<file path="config.mk">
export PLATFORM = sky130hd
export DESIGN_NAME = controller_flat
export DESIGN_NICKNAME = d
export VERILOG_FILES = /design/src/rtl/veririsc_pkg.sv /design/src/rtl/controller_if.sv /design/src/rtl/controller_decode.sv /design/src/rtl/controller.sv /design/src/flat_wrapper.sv
export SDC_FILE = /design/constraint.sdc
export NUM_CORES = 1
export LEC_CHECK = 0
export CAP_MARGIN = 40
export CORE_AREA = 2 2 39 41
export DETAILED_ROUTE_END_ITERATION = 6
export DIE_AREA = 0 0 41 43
export HOLD_SLACK_MARGIN = 0.08
export PLACE_DENSITY = 0.66
export SYNTH_ARGS = -nofsm -noshare
export SYNTH_HDL_FRONTEND = slang
export SYNTH_SLANG_ARGS = --single-unit
</file>
<file path="constraint.sdc">
create_clock -name clk -period 2 [get_ports clk]
set_clock_uncertainty 0.05 [all_clocks]
set_input_delay 0.3 -clock clk [delete_from_list [all_inputs] [get_ports clk]]
set_output_delay 0.3 -clock clk [all_outputs]
set_load 0.005 [all_outputs]
</file>
<file path="src/rtl/veririsc_pkg.sv">
// veririsc_pkg: shared constants and helpers for the VeriRISC controller.
//   - OP_*  : 3-bit opcode encodings of the IR opcode field
//   - PH_*  : 3-bit phase encodings of the 8-phase instruction cycle
//   - ctrl_strobes_t : bundle of datapath strobes produced by the decoder
//   - is_aluop() : true for opcodes that read memory and load the accumulator
package veririsc_pkg;

  localparam logic [2:0] OP_HLT = 3'b000;
  localparam logic [2:0] OP_SKZ = 3'b001;
  localparam logic [2:0] OP_ADD = 3'b010;
  localparam logic [2:0] OP_AND = 3'b011;
  localparam logic [2:0] OP_XOR = 3'b100;
  localparam logic [2:0] OP_LDA = 3'b101;
  localparam logic [2:0] OP_STO = 3'b110;
  localparam logic [2:0] OP_JMP = 3'b111;

  localparam logic [2:0] PH_INST_ADDR  = 3'd0;
  localparam logic [2:0] PH_INST_FETCH = 3'd1;
  localparam logic [2:0] PH_INST_LOAD  = 3'd2;
  localparam logic [2:0] PH_IDLE       = 3'd3;
  localparam logic [2:0] PH_OP_ADDR    = 3'd4;
  localparam logic [2:0] PH_OP_FETCH   = 3'd5;
  localparam logic [2:0] PH_ALU_OP     = 3'd6;
  localparam logic [2:0] PH_STORE      = 3'd7;

  typedef struct packed {
    logic sel;
    logic rd;
    logic ld_ir;
    logic ld_ac;
    logic ld_pc;
    logic inc_pc;
    logic wr;
    logic data_e;
  } ctrl_strobes_t;

  function automatic logic is_aluop(input logic [2:0] op);
    return (op == OP_ADD) || (op == OP_AND) || (op == OP_XOR) || (op == OP_LDA);
  endfunction

endpackage

</file>
<file path="src/rtl/controller_if.sv">
// controller_if: bundles the controller's run-control inputs and datapath strobes.
//   Inputs to controller : ce, opcode[2:0], zero, step (only with CONTROLLER_STEP_EN)
//   Outputs of controller: sel, rd, ld_ir, ld_ac, ld_pc, inc_pc, wr, data_e, halt, phase[2:0]
// Modports: slave = controller side, master = the driver of ce/opcode/zero (core or bench).
// There is no valid/ready handshake here: ce is a level enable sampled on every rising
// edge, and the strobes are level signals valid in the cycle of the phase they decode.
interface controller_if;
  logic       ce;
  logic [2:0] opcode;
  logic       zero;
`ifdef CONTROLLER_STEP_EN
  logic       step;
`endif
  logic       sel;
  logic       rd;
  logic       ld_ir;
  logic       ld_ac;
  logic       ld_pc;
  logic       inc_pc;
  logic       wr;
  logic       data_e;
  logic       halt;
  logic [2:0] phase;

  modport slave (
    input  ce, opcode, zero,
`ifdef CONTROLLER_STEP_EN
    input  step,
`endif
    output sel, rd, ld_ir, ld_ac, ld_pc, inc_pc, wr, data_e, halt, phase
  );

  modport master (
    output ce, opcode, zero,
`ifdef CONTROLLER_STEP_EN
    output step,
`endif
    input  sel, rd, ld_ir, ld_ac, ld_pc, inc_pc, wr, data_e, halt, phase
  );
endinterface

</file>
<file path="src/rtl/controller_decode.sv">
// ctrl_decode: purely combinational strobe decoder.
//   phase_i[2:0]  current registered phase
//   opcode_i[2:0] live IR opcode
//   zero_i        ALU zero flag (only consulted in PH_ALU_OP)
//   halted_i      controller is halted; forces every strobe to 0
//   strobes_o     decoded datapath strobes
module ctrl_decode
  import veririsc_pkg::*;
(
  input  logic [2:0]    phase_i,
  input  logic [2:0]    opcode_i,
  input  logic          zero_i,
  input  logic          halted_i,
  output ctrl_strobes_t strobes_o
);

  logic alu_op;
  logic op_skz;
  logic op_sto;
  logic op_jmp;

  assign alu_op = is_aluop(opcode_i);
  assign op_skz = (opcode_i == OP_SKZ);
  assign op_sto = (opcode_i == OP_STO);
  assign op_jmp = (opcode_i == OP_JMP);

  always_comb begin
    strobes_o = '0;
    if (!halted_i) begin
      // Address mux points at the PC for the whole fetch half of the cycle.
      strobes_o.sel = (phase_i <= PH_IDLE);
      case (phase_i)
        PH_INST_ADDR: ;
        PH_INST_FETCH: strobes_o.rd = 1'b1;
        PH_INST_LOAD, PH_IDLE: begin
          strobes_o.rd    = 1'b1;
          strobes_o.ld_ir = 1'b1;
        end
        PH_OP_ADDR: strobes_o.inc_pc = 1'b1;
        PH_OP_FETCH: strobes_o.rd = alu_op;
        PH_ALU_OP: begin
          strobes_o.rd     = alu_op;
          // Skip-if-zero: second increment steps over the next instruction.
          strobes_o.inc_pc = op_skz & zero_i;
          strobes_o.ld_pc  = op_jmp;
          strobes_o.data_e = op_sto;
        end
        PH_STORE: begin
          strobes_o.rd     = alu_op;
          strobes_o.inc_pc = op_jmp;
          strobes_o.ld_pc  = op_jmp;
          strobes_o.ld_ac  = alu_op;
          strobes_o.data_e = op_sto;
          strobes_o.wr     = op_sto;
        end
        default: ;
      endcase
    end
  end

endmodule

</file>
<file path="src/rtl/controller.sv">
// controller: VeriRISC instruction sequencer (8-phase cycle per instruction).
//   clk  - clock, all state changes on the rising edge
//   rst  - synchronous active-high reset (wins over ce and step)
//   bus  - controller_if.slave: ce/opcode/zero(/step) in, strobes/halt/phase out
// Optional feature macro: CONTROLLER_STEP_EN adds bus.step, which releases a HALTED
// controller into phase 5 so HLT acts as a breakpoint. Without it, HALTED is terminal.
// State: phase_q (the 8-state phase FSM, visible on bus.phase) and halted_q (bus.halt).
module controller
  import veririsc_pkg::*;
#(
  parameter int OPCODE_W = 3,
  parameter int PHASE_W  = 3
) (
  input  logic clk,
  input  logic rst,
  controller_if.slave bus
);

  if (OPCODE_W != 3 || PHASE_W != 3) begin : g_bad_width
    $error("controller: OPCODE_W and PHASE_W must both be 3");
  end

  logic [2:0]    phase_q, phase_d;
  logic          halted_q, halted_d;
  ctrl_strobes_t strobes;

  always_comb begin
    phase_d  = phase_q;
    halted_d = halted_q;
    if (halted_q) begin
`ifdef CONTROLLER_STEP_EN
      // PC was already incremented in phase 4, so resume at the operand fetch.
      if (bus.step) begin
        halted_d = 1'b0;
        phase_d  = PH_OP_FETCH;
      end
`endif
    end else if (bus.ce) begin
      if (phase_q == PH_OP_ADDR && bus.opcode == OP_HLT) begin
        halted_d = 1'b1;
      end else begin
        phase_d = phase_q + 3'd1;
      end
    end
  end

  always_ff @(posedge clk) begin
    if (rst) begin
      phase_q  <= PH_INST_ADDR;
      halted_q <= 1'b0;
    end else begin
      phase_q  <= phase_d;
      halted_q <= halted_d;
    end
  end

  ctrl_decode u_decode (
    .phase_i   (phase_q),
    .opcode_i  (bus.opcode),
    .zero_i    (bus.zero),
    .halted_i  (halted_q),
    .strobes_o (strobes)
  );

  assign bus.sel    = strobes.sel;
  assign bus.rd     = strobes.rd;
  assign bus.ld_ir  = strobes.ld_ir;
  assign bus.ld_ac  = strobes.ld_ac;
  assign bus.ld_pc  = strobes.ld_pc;
  assign bus.inc_pc = strobes.inc_pc;
  assign bus.wr     = strobes.wr;
  assign bus.data_e = strobes.data_e;
  assign bus.halt   = halted_q;
  assign bus.phase  = phase_q;

endmodule

</file>
<file path="src/flat_wrapper.sv">
// flat-port wrapper written by rule: the top's interface ports become plain ports
module controller_flat import veririsc_pkg::*;
#(
  parameter int OPCODE_W = 3,
  parameter int PHASE_W  = 3
)
  (clk, rst, bus_ce, bus_opcode, bus_zero, bus_sel, bus_rd, bus_ld_ir, bus_ld_ac, bus_ld_pc, bus_inc_pc, bus_wr, bus_data_e, bus_halt, bus_phase);
  controller_if bus_i ();
  input  logic clk;
  input  logic rst;
  input wire logic [$bits(bus_i.ce)-1:0] bus_ce;
  input wire logic [$bits(bus_i.opcode)-1:0] bus_opcode;
  input wire logic [$bits(bus_i.zero)-1:0] bus_zero;
  output wire logic [$bits(bus_i.sel)-1:0] bus_sel;
  output wire logic [$bits(bus_i.rd)-1:0] bus_rd;
  output wire logic [$bits(bus_i.ld_ir)-1:0] bus_ld_ir;
  output wire logic [$bits(bus_i.ld_ac)-1:0] bus_ld_ac;
  output wire logic [$bits(bus_i.ld_pc)-1:0] bus_ld_pc;
  output wire logic [$bits(bus_i.inc_pc)-1:0] bus_inc_pc;
  output wire logic [$bits(bus_i.wr)-1:0] bus_wr;
  output wire logic [$bits(bus_i.data_e)-1:0] bus_data_e;
  output wire logic [$bits(bus_i.halt)-1:0] bus_halt;
  output wire logic [$bits(bus_i.phase)-1:0] bus_phase;
  assign bus_i.ce = bus_ce;
  assign bus_i.opcode = bus_opcode;
  assign bus_i.zero = bus_zero;
  assign bus_sel = bus_i.sel;
  assign bus_rd = bus_i.rd;
  assign bus_ld_ir = bus_i.ld_ir;
  assign bus_ld_ac = bus_i.ld_ac;
  assign bus_ld_pc = bus_i.ld_pc;
  assign bus_inc_pc = bus_i.inc_pc;
  assign bus_wr = bus_i.wr;
  assign bus_data_e = bus_i.data_e;
  assign bus_halt = bus_i.halt;
  assign bus_phase = bus_i.phase;
  controller #(.OPCODE_W(OPCODE_W), .PHASE_W(PHASE_W)) u_core (.clk(clk), .rst(rst), .bus(bus_i));
endmodule
</file>
# ---- Word-level counts from Yosys, hierarchy flattened
# Index checks and enable logic that the tools add are counted.
dict set report word_totals {
  register_bits 4
  wordCells 42
  in_bits 7
}
dict set report classes {
  reduce_logical 10
  n_mux 11
  bitwise_logic 3
  eq_ne 14
  addsub 1
  magnitude_cmp 1
}
# op n
set ops {}
lappend ops {{$eq 3x3->1 const B} 8}
lappend ops {{$eq 3x2->1 const B} 4}
lappend ops {{$mux 1} 8}
lappend ops {{$mux 8} 1}
lappend ops {{$eq 3x1->1 const B} 2}
lappend ops {{$reduce_or 3->1} 2}
lappend ops {{$reduce_or 2->1} 2}
lappend ops {{$add 3x1->3 const B} 1}
lappend ops {{$le 3x2->1 const B} 1}
lappend ops {{$logic_not 3->1} 1}
lappend ops {{$logic_or 1x1->1} 3}
lappend ops {{$pmux 1 s3} 1}
lappend ops {{$reduce_and 3->1} 1}
lappend ops {{$not 1->1} 2}
lappend ops {{$pmux 1 s2} 1}
lappend ops {{$and 1x1->1} 1}
lappend ops {{$logic_and 1x1->1} 1}

# ---- Depth between registers and ports, before layout
# Gate-level depths: netlist of run 1.
dict set report logic_depth {
  ltp_word 6
  mapped_depth 5
  mapped_depth_nobuf 5
}

# ---- By module
# A second synthesis of run 1 with hierarchy kept.
dict set report hier_totals {
  hier_cells 48
  area_unflattened_um2 390.4
}
# module cells_per_inst instances area_each_um2
set by_module_without_submodules {}
lappend by_module_without_submodules {controller 30 1 266.5}
lappend by_module_without_submodules {ctrl_decode 18 1 123.9}

# ---- Least setup slack after synthesis of run 1
# No wires, ideal clock.
dict set report synth_timing {
  kind {reg2out}
  from {reg u_core.phase_q[0] (netlist: u_core.bus.phase[0])}
  to {out bus_inc_pc}
  slack_ns 0.305
  t_arrival_ns 1.345
  required_ns 1.650
  path_stages_with_launch 6
  n_path_buf 0
  path_cell_list {dfxtp_1 -> inv_1 -> ha_1 -> nand3_1 -> or4_1 -> a31oi_1}
}
dict set report synth_via {
  elab_chain_len 3
  word_cells_on_any_way 5
  classes_between {3 x eq/ne; 2 x mux}
}
# item line_no
set synth_lines {}
lappend synth_lines {{start, declared} controller.sv:23} ;# logic [2:0] phase_q, phase_d;
lappend synth_lines {{start signal, assigned} controller.sv:52} ;# phase_q <= phase_d;
lappend synth_lines {{$eq 3x3->1} controller_decode.sv:32} ;# case (phase_i)
lappend synth_lines {{$pmux 1 s3 *} controller_decode.sv:32}
lappend synth_lines {{$mux 8 *} controller_decode.sv:29} ;# if (!halted_i) begin
lappend synth_lines {{end, declared} flat_wrapper.sv:19} ;# output wire logic [$bits(bus_i.inc_pc)-1:0] bus_inc_pc;
# Every way passes the cells marked *; elsewhere a longest branch is shown, timed or not.

# ---- Final worst setup path of run 1
dict set report layout_timing {
  from {reg u_core.phase_q[1] (netlist: u_core.bus.phase[1])}
  to {out bus_rd}
}
dict set report layout_via {
  elab_chain_len 4
  word_cells_on_any_way 10
  classes_between {6 x eq/ne; 2 x mux; 2 x reduce/logical}
}
# item line_no
set layout_lines {}
lappend layout_lines {{$eq 3x3->1, or another cell as far along} controller_decode.sv:32}
lappend layout_lines {{$reduce_or 3->1 (no line)} --}
lappend layout_lines {{$pmux 1 s2 *} controller_decode.sv:32}
lappend layout_lines {{$mux 8 *} controller_decode.sv:29}
lappend layout_lines {{end, declared} flat_wrapper.sv:15} ;# output wire logic [$bits(bus_i.rd)-1:0] bus_rd;
# Marks and branches as above.

==> flow_metrics.tcl, run 1 <==
set metrics [dict create \
    outcome "completed" \
    synth.largest_area_cell "ha_1" \
    vias 568 \
    cp-end-kind "output port" \
    ant_nets 0 \
    placed_area_um2 769.5 \
    grt_pass1_wl_um 2042 \
    fin_nets 108 \
    yosysWarningCount 0 \
    cts_sinks 4 \
    period_needed_ns 1.897 \
    tightestPinTransition_ns 0.2708 \
    track_usage_pct 16.27 \
    worstReg2RegStart "u_core.bus.phase[0]$_SDFFE_PP0P_" \
    remaining_drc_errors 0 \
    crit_type "reg -> out" \
    finalPower_mw 0.5185 \
    grt.busiest_layer "met2" \
    r2r-end "u_core.bus.phase[1]$_SDFFE_PP0P_" \
    yosysSeqAreaShare_pct 17.98 \
    p_comb_share_pct 57.4 \
    fp.dieW_um 41 \
    syn_nets 68 \
    port_buffers 18 \
    cts_buffers 3 \
    cts_tree "yes" \
    crit_fanout 4 \
    final-instance-count-excl-fill 108 \
    final_util_pct 59.40 \
    fin_crit_sh_pct 94.85 \
    cts_max_path_buffers 2 \
    core-area_um2 1384 \
    drive_gt1_share_pct 39.13 \
    slew_violations 0 \
    p_int_mw 0.3408 \
    whs_path_depth 3 \
    syn_to_final_growth_pct 84.55 \
    cts-hold-fix-buffers 0 \
    vdd_drop_max_mv 0.3391 \
    antenna_cells 0 \
    gp_congestion 0.7431 \
    worstHoldStart "u_core.bus.halt$_SDFF_PP0_" \
    grtUsageMet2_pct 28.13 \
    root_buffer "clkbuf_4" \
    clockPowerShare_pct 20.2 \
    timing.fmax_mhz 527.2 \
    clk_pin_slew_worst_paths_ns 0.04 \
    net-switching-power_mw 0.1777 \
    wl_per_cell_um 12.08 \
    ios 19 \
    die_y_um 43 \
    design_area_um2 822.0 \
    power.density_nw_per_um2 630.7 \
    synth_top_area_share_pct 19.66 \
    grt_pass1_vias 511 \
    antenna_found_initial 0 \
    insertion_delay_ns 0.23 \
    grt_use_met3_pct 2.094 \
    ys_ff_latch 4 \
    finalSetupViolCount 0 \
    r2r_slack_ns 0.28 \
    rr_worst_depth 7 \
    core.rowCount 14 \
    synthCells 54 \
    grtUsageMet1_pct 18.97 \
    syn_area_um2 445.4 \
    crit_arrival_ns 1.55 \
    vias_per_cell 5.259 \
    fill_cells 129 \
    grt-ovfl-total 0 \
    syn_avg_cell_area_um2 8.249 \
    swShare_pct 34.27 \
    cap_viol_max_count 0 \
    hp-class "reg -> reg" \
    drt_first_pass_iters 3 \
    start_kind "register" \
    ys_top_cells_by_area "ha_1 (20%), dfxtp_1 (18%), nand3b_1 (5.1%)" \
    hpwl_um 1041 \
    seq_power_share_pct 22.5 \
    grt_start_max_net_pins 11 \
    slew_headroom_pct 81.89 \
    required_ns 1.65 \
    htreeDepth 1 \
    leakagePower_nw 0.3606 \
    rsz0062_at_grt "false" \
    wl_um 1305 \
    synthDistinctLibCells 22 \
    worstHoldEndpoint "u_core.bus.halt$_SDFF_PP0_" \
    drt_iter0_markers 2 \
    hold_viol_final 0 \
    die_area_um2 1763 \
    hold_slack_ns 0.5977 \
    floorplan.initialDensity_pct 32.19 \
    dp_cells 104 \
]
==> cell type report <==
type / instances / area (um^2) / area share (%)
multi-input cells: 45 / 376.6 / 45.81
repair buffers: 36 / 299.0 / 36.38
flip-flops and latches: 4 / 88.84 / 10.81
clock buffers: 3 / 22.52 / 2.740
well taps: 16 / 20.02 / 2.435
inverters: 4 / 15.01 / 1.826
==> cell usage in the layout (no fill, tap or decap), types with 3 or more instances in the layout <==
master,Yosys,layout
ha_1,7,4
or4_1,3,3
nand3b_1,3,3
clkdlybuf4s50_1,0,8
nor3b_1,3,3
buf_4,0,18
nand4_1,3,3
inv_1,4,3
clkbuf_4,0,3
dlygate4sd2_1,0,7
nor2_1,5,5
==> critical path, stage by stage (launching register included) <==
cell and delay [ns]:
dfxtp_4 0.35, buf_4 0.13, inv_1 0.09, ha_2 0.20, nor2_1 0.04, o221a_1 0.23
nor3_1 0.12, clkbuf_2 0.14
==> cells by family (layout without fill, tap and decap cells) <==
kind of cell / count (synthesis) / after routing / share of synthesized area (%)
AOI/OAI and AO/OA: 8 / 8 / 10.95
adders and majority gates: 7 / 7 / 19.66
and+or+nand+nor: 29 / 29 / 45.22
xor gates and xnor gates: 1 / 1 / 1.967
DFF: 4 / 4 / 17.98
buffers and inverters: 5 / 43 / 4.212
==> Yosys cell counts <==
library cell	number
nand2_1	1
ha_1	7
clkbuf_1	1
or4b_1	2
o21ai_1	1
or2_2	1
a21oi_1	4
nand3b_1	3
inv_1	4
nor4b_2	1
nand4_1	3
xnor2_1	1
nand2b_4	1
nor2_1	5
nand3_1	1
nand4b_1	2
or4_1	3
o221a_1	1
nor3b_1	3
dfxtp_1	4
nor3_1	3
a31oi_1	2
==> power by group through the flow <==
stage	Sequential [mW]	Combinational [mW]	Clock (mW)
after floorplan	0.113	0.118	0
after global placement	0.107	0.295	0
after detailed placement	0.108	0.298	0
after CTS	0.109	0.303	0.107
after global routing	0.119	0.332	0.113
final	0.116	0.297	0.104
==> sequential cells by signal, indices dropped and copies added (netlist names) <==
signal / count
u_core.bus.phase: 3
u_core.bus.halt: 1
==> repair_timing <==
action,4_1_cts,5_1_grt
endpoints found under the hold margin,0,0
buffers inserted,1,0
pin swaps,1,2
setup endpoints to repair,8,5
resized for setup,18,10
==> routing by layer <==
metal | routed length, um | share of wire [%]
met3 | 71 | 5.4
met4 | 0 | 0
met5 | 0 | 0
met2 | 698 | 53
met1 | 534 | 41
==> how the worst max path moves through the flow <==
stage                                          start         end  slack [ns]  cells past startpoint
CTS                 u_core.bus.phase[0]$_SDFFE_PP0P_  bus_inc_pc       -0.03                      6
finish              u_core.bus.phase[1]$_SDFFE_PP0P_      bus_rd        0.10                      7
global route        u_core.bus.phase[1]$_SDFFE_PP0P_      bus_rd       0.004                      7
global placement                       bus_opcode[1]  bus_inc_pc       -0.30                      4
detailed placement                     bus_opcode[1]  bus_inc_pc       -0.33                      4
floorplan           u_core.bus.phase[0]$_SDFFE_PP0P_  bus_inc_pc        0.31                      5
==> through the flow <==
stage / TNS, ns / worst slack (ns)
finish: 0 / 0.1030
floorplan: 0 / 0.3054
global placement: -0.6993 / -0.3020
detailed placement: -0.8143 / -0.3295
CTS: -0.06442 / -0.03292
global route: 0 / 0.003950
Power figures use the tool's default switching activity.
==> run 2: changes to the inputs <==
PLACE_DENSITY = 0.63   (was 0.66)
==> run 2 against run 1 <==
Utilization down 1.3 points. Power down 2.4%. Design area down 2.1%.
==> flow_metrics.tcl, run 2 (same netlist as run 1, synthesis figures left out) <==
set metrics [dict create \
    floorplan.initialDensity_pct 32.19 \
    cap_viol_max_count 0 \
    vdd_drop_max_mv 0.2761 \
    fin_crit_sh_pct 95.21 \
    insertion_delay_ns 0.23 \
    core-area_um2 1384 \
    fin_ws_ns 0.09576 \
    start_kind "register" \
    p_comb_share_pct 58.3 \
    worstReg2RegStart "u_core.bus.phase[0]$_SDFFE_PP0P_" \
    grt_start_max_net_pins 11 \
    root_buffer "clkbuf_4" \
    syn_to_final_growth_pct 80.62 \
    cp-end-kind "output port" \
    cts_sinks 4 \
    finalPower_mw 0.5060 \
    cp_slowest_stage_delay_ns 0.40 \
    crit_slowest_cell "or4_1" \
    fin_nets 106 \
    fp.dieW_um 41 \
    crit_chain "inv_2, ha_2, nand3_1, or4_1, a31oi_1, buf_2" \
    cts_max_path_buffers 2 \
    required_ns 1.65 \
    ios 19 \
    rsz0062_at_grt "false" \
    wl_um 1307 \
    crit_type "reg -> out" \
    cts_buffers 3 \
    drt_first_pass_iters 4 \
    antenna_cells 0 \
    pre_cts_slack_ns -0.3137 \
    crit_fanout 4 \
    slew_violations 0 \
    grt_pass1_vias 522 \
    cts_tree "yes" \
    gp_congestion 0.7339 \
    clk_pin_slew_worst_paths_ns 0.04 \
    track_usage_pct 17.84 \
    seq_power_share_pct 21.6 \
    finalSetupViolCount 0 \
    p_int_mw 0.3319 \
    die_y_um 43 \
    fill_cells 146 \
    period_needed_ns 1.904 \
    antenna_found_initial 0 \
    swShare_pct 34.41 \
    hold_slack_ns 0.5947 \
    htreeDepth 1 \
    final-instance-count-excl-fill 106 \
    tightestPinTransition_ns 0.2569 \
    tns_ns 0 \
    ant_nets 0 \
    grt_pass1_wl_um 2277 \
    hold_viol_final 0 \
    slew_headroom_pct 82.82 \
    core.rowCount 14 \
    clockPowerShare_pct 20.1 \
    vias 545 \
    outcome "completed" \
    crit_arrival_ns 1.55 \
    remaining_drc_errors 0 \
    drive_gt1_share_pct 42.22 \
    grt-ovfl-total 0 \
    final_common_cell "buf_4" \
    layout_common_cells "buf_4 (16), clkdlybuf4s50_1 (8), dlygate4sd2_1 (8), nor2_1 (5), ha_2 (5)" \
    power.density_nw_per_um2 628.9 \
    crit_path_start "u_core.bus.phase[0]$_SDFFE_PP0P_" \
    vias_per_cell 5.142 \
    cts-hold-fix-buffers 0 \
    net-switching-power_mw 0.1741 \
    leakagePower_nw 0.3474 \
    timing.fmax_mhz 525.1 \
    die_area_um2 1763 \
    drt_iter0_markers 7 \
    dp_cells 103 \
    worstHoldStart "u_core.bus.phase[2]$_SDFFE_PP0P_" \
    hp-class "reg -> reg" \
    wl_per_cell_um 12.33 \
    hpwl_um 1021 \
    port_buffers 18 \
    largest_register_ffs 3 \
]
## run 2: repair_timing
| action | 4_1_cts | 5_1_grt |
|---|---|---|
| hold endpoints to repair | 0 | 0 |
| setup endpoints to repair | 8 | 5 |
| pin swaps | 1 | 1 |
| setup buffers | 0 | 0 |
| gates resized for setup | 22 | 7 |
## run 2: metrics by stage
| stage | cell area, um^2 | util (%) |
|---|---|---|
| CTS | 804.5 | 58.14 |
| global placement | 762.0 | 55.06 |
| global route | 804.5 | 58.14 |
| floorplan | 445.4 | - |
| finish | 804.5 | 58.14 |
| detailed placement | 762.0 | 55.06 |
## run 2: layout make-up
| class | instances | area (um^2) | share of cell area, % |
|---|---|---|---|
| Multi-Input combinational cell | 45 | 384.1 | 47.74 |
| Timing Repair Buffer | 34 | 280.3 | 34.84 |
| Sequential cell | 4 | 82.58 | 10.26 |
| Clock buffer | 3 | 22.52 | 2.799 |
| Tap cell | 16 | 20.02 | 2.488 |
| Inverter | 4 | 15.01 | 1.866 |
## run 2: final timing paths
kind	endpoint	slack, ns	cells after the start
worst max-delay path	bus_inc_pc	0.1	6
worst min-delay path	u_core.bus.phase[2]$_SDFFE_PP0P_	0.59	3
worst max register to register	u_core.bus.phase[1]$_SDFFE_PP0P_	0.29	7
worst min register to register	u_core.bus.phase[2]$_SDFFE_PP0P_	0.59	3
## run 2: per-layer routing
metal / GRT usage, % / wire length [um]
met4: 2.000 / 0
met3: 3.141 / 72
met5: 0 / 0
met2: 28.75 / 629
met1: 24.60 / 605
## run 2: power by group through the flow
stage               combinational, mW  clock, mW  sequential (mW)
floorplan                       0.118          0            0.113
global placement                0.293          0            0.107
detailed placement              0.298          0            0.107
CTS                             0.298      0.104            0.109
global route                    0.333      0.109            0.113
finish                          0.295      0.102            0.109
## run 2: critical path: cells and delay by family, from the launching register on
family	cells	cell delay, ns
AND/OR/NAND/NOR	2	0.47
flip-flops	1	0.33
buffers and inverters	2	0.19
adder cells (fa/ha/maj)	1	0.17
AO/OA/AOI/OAI	1	0.16
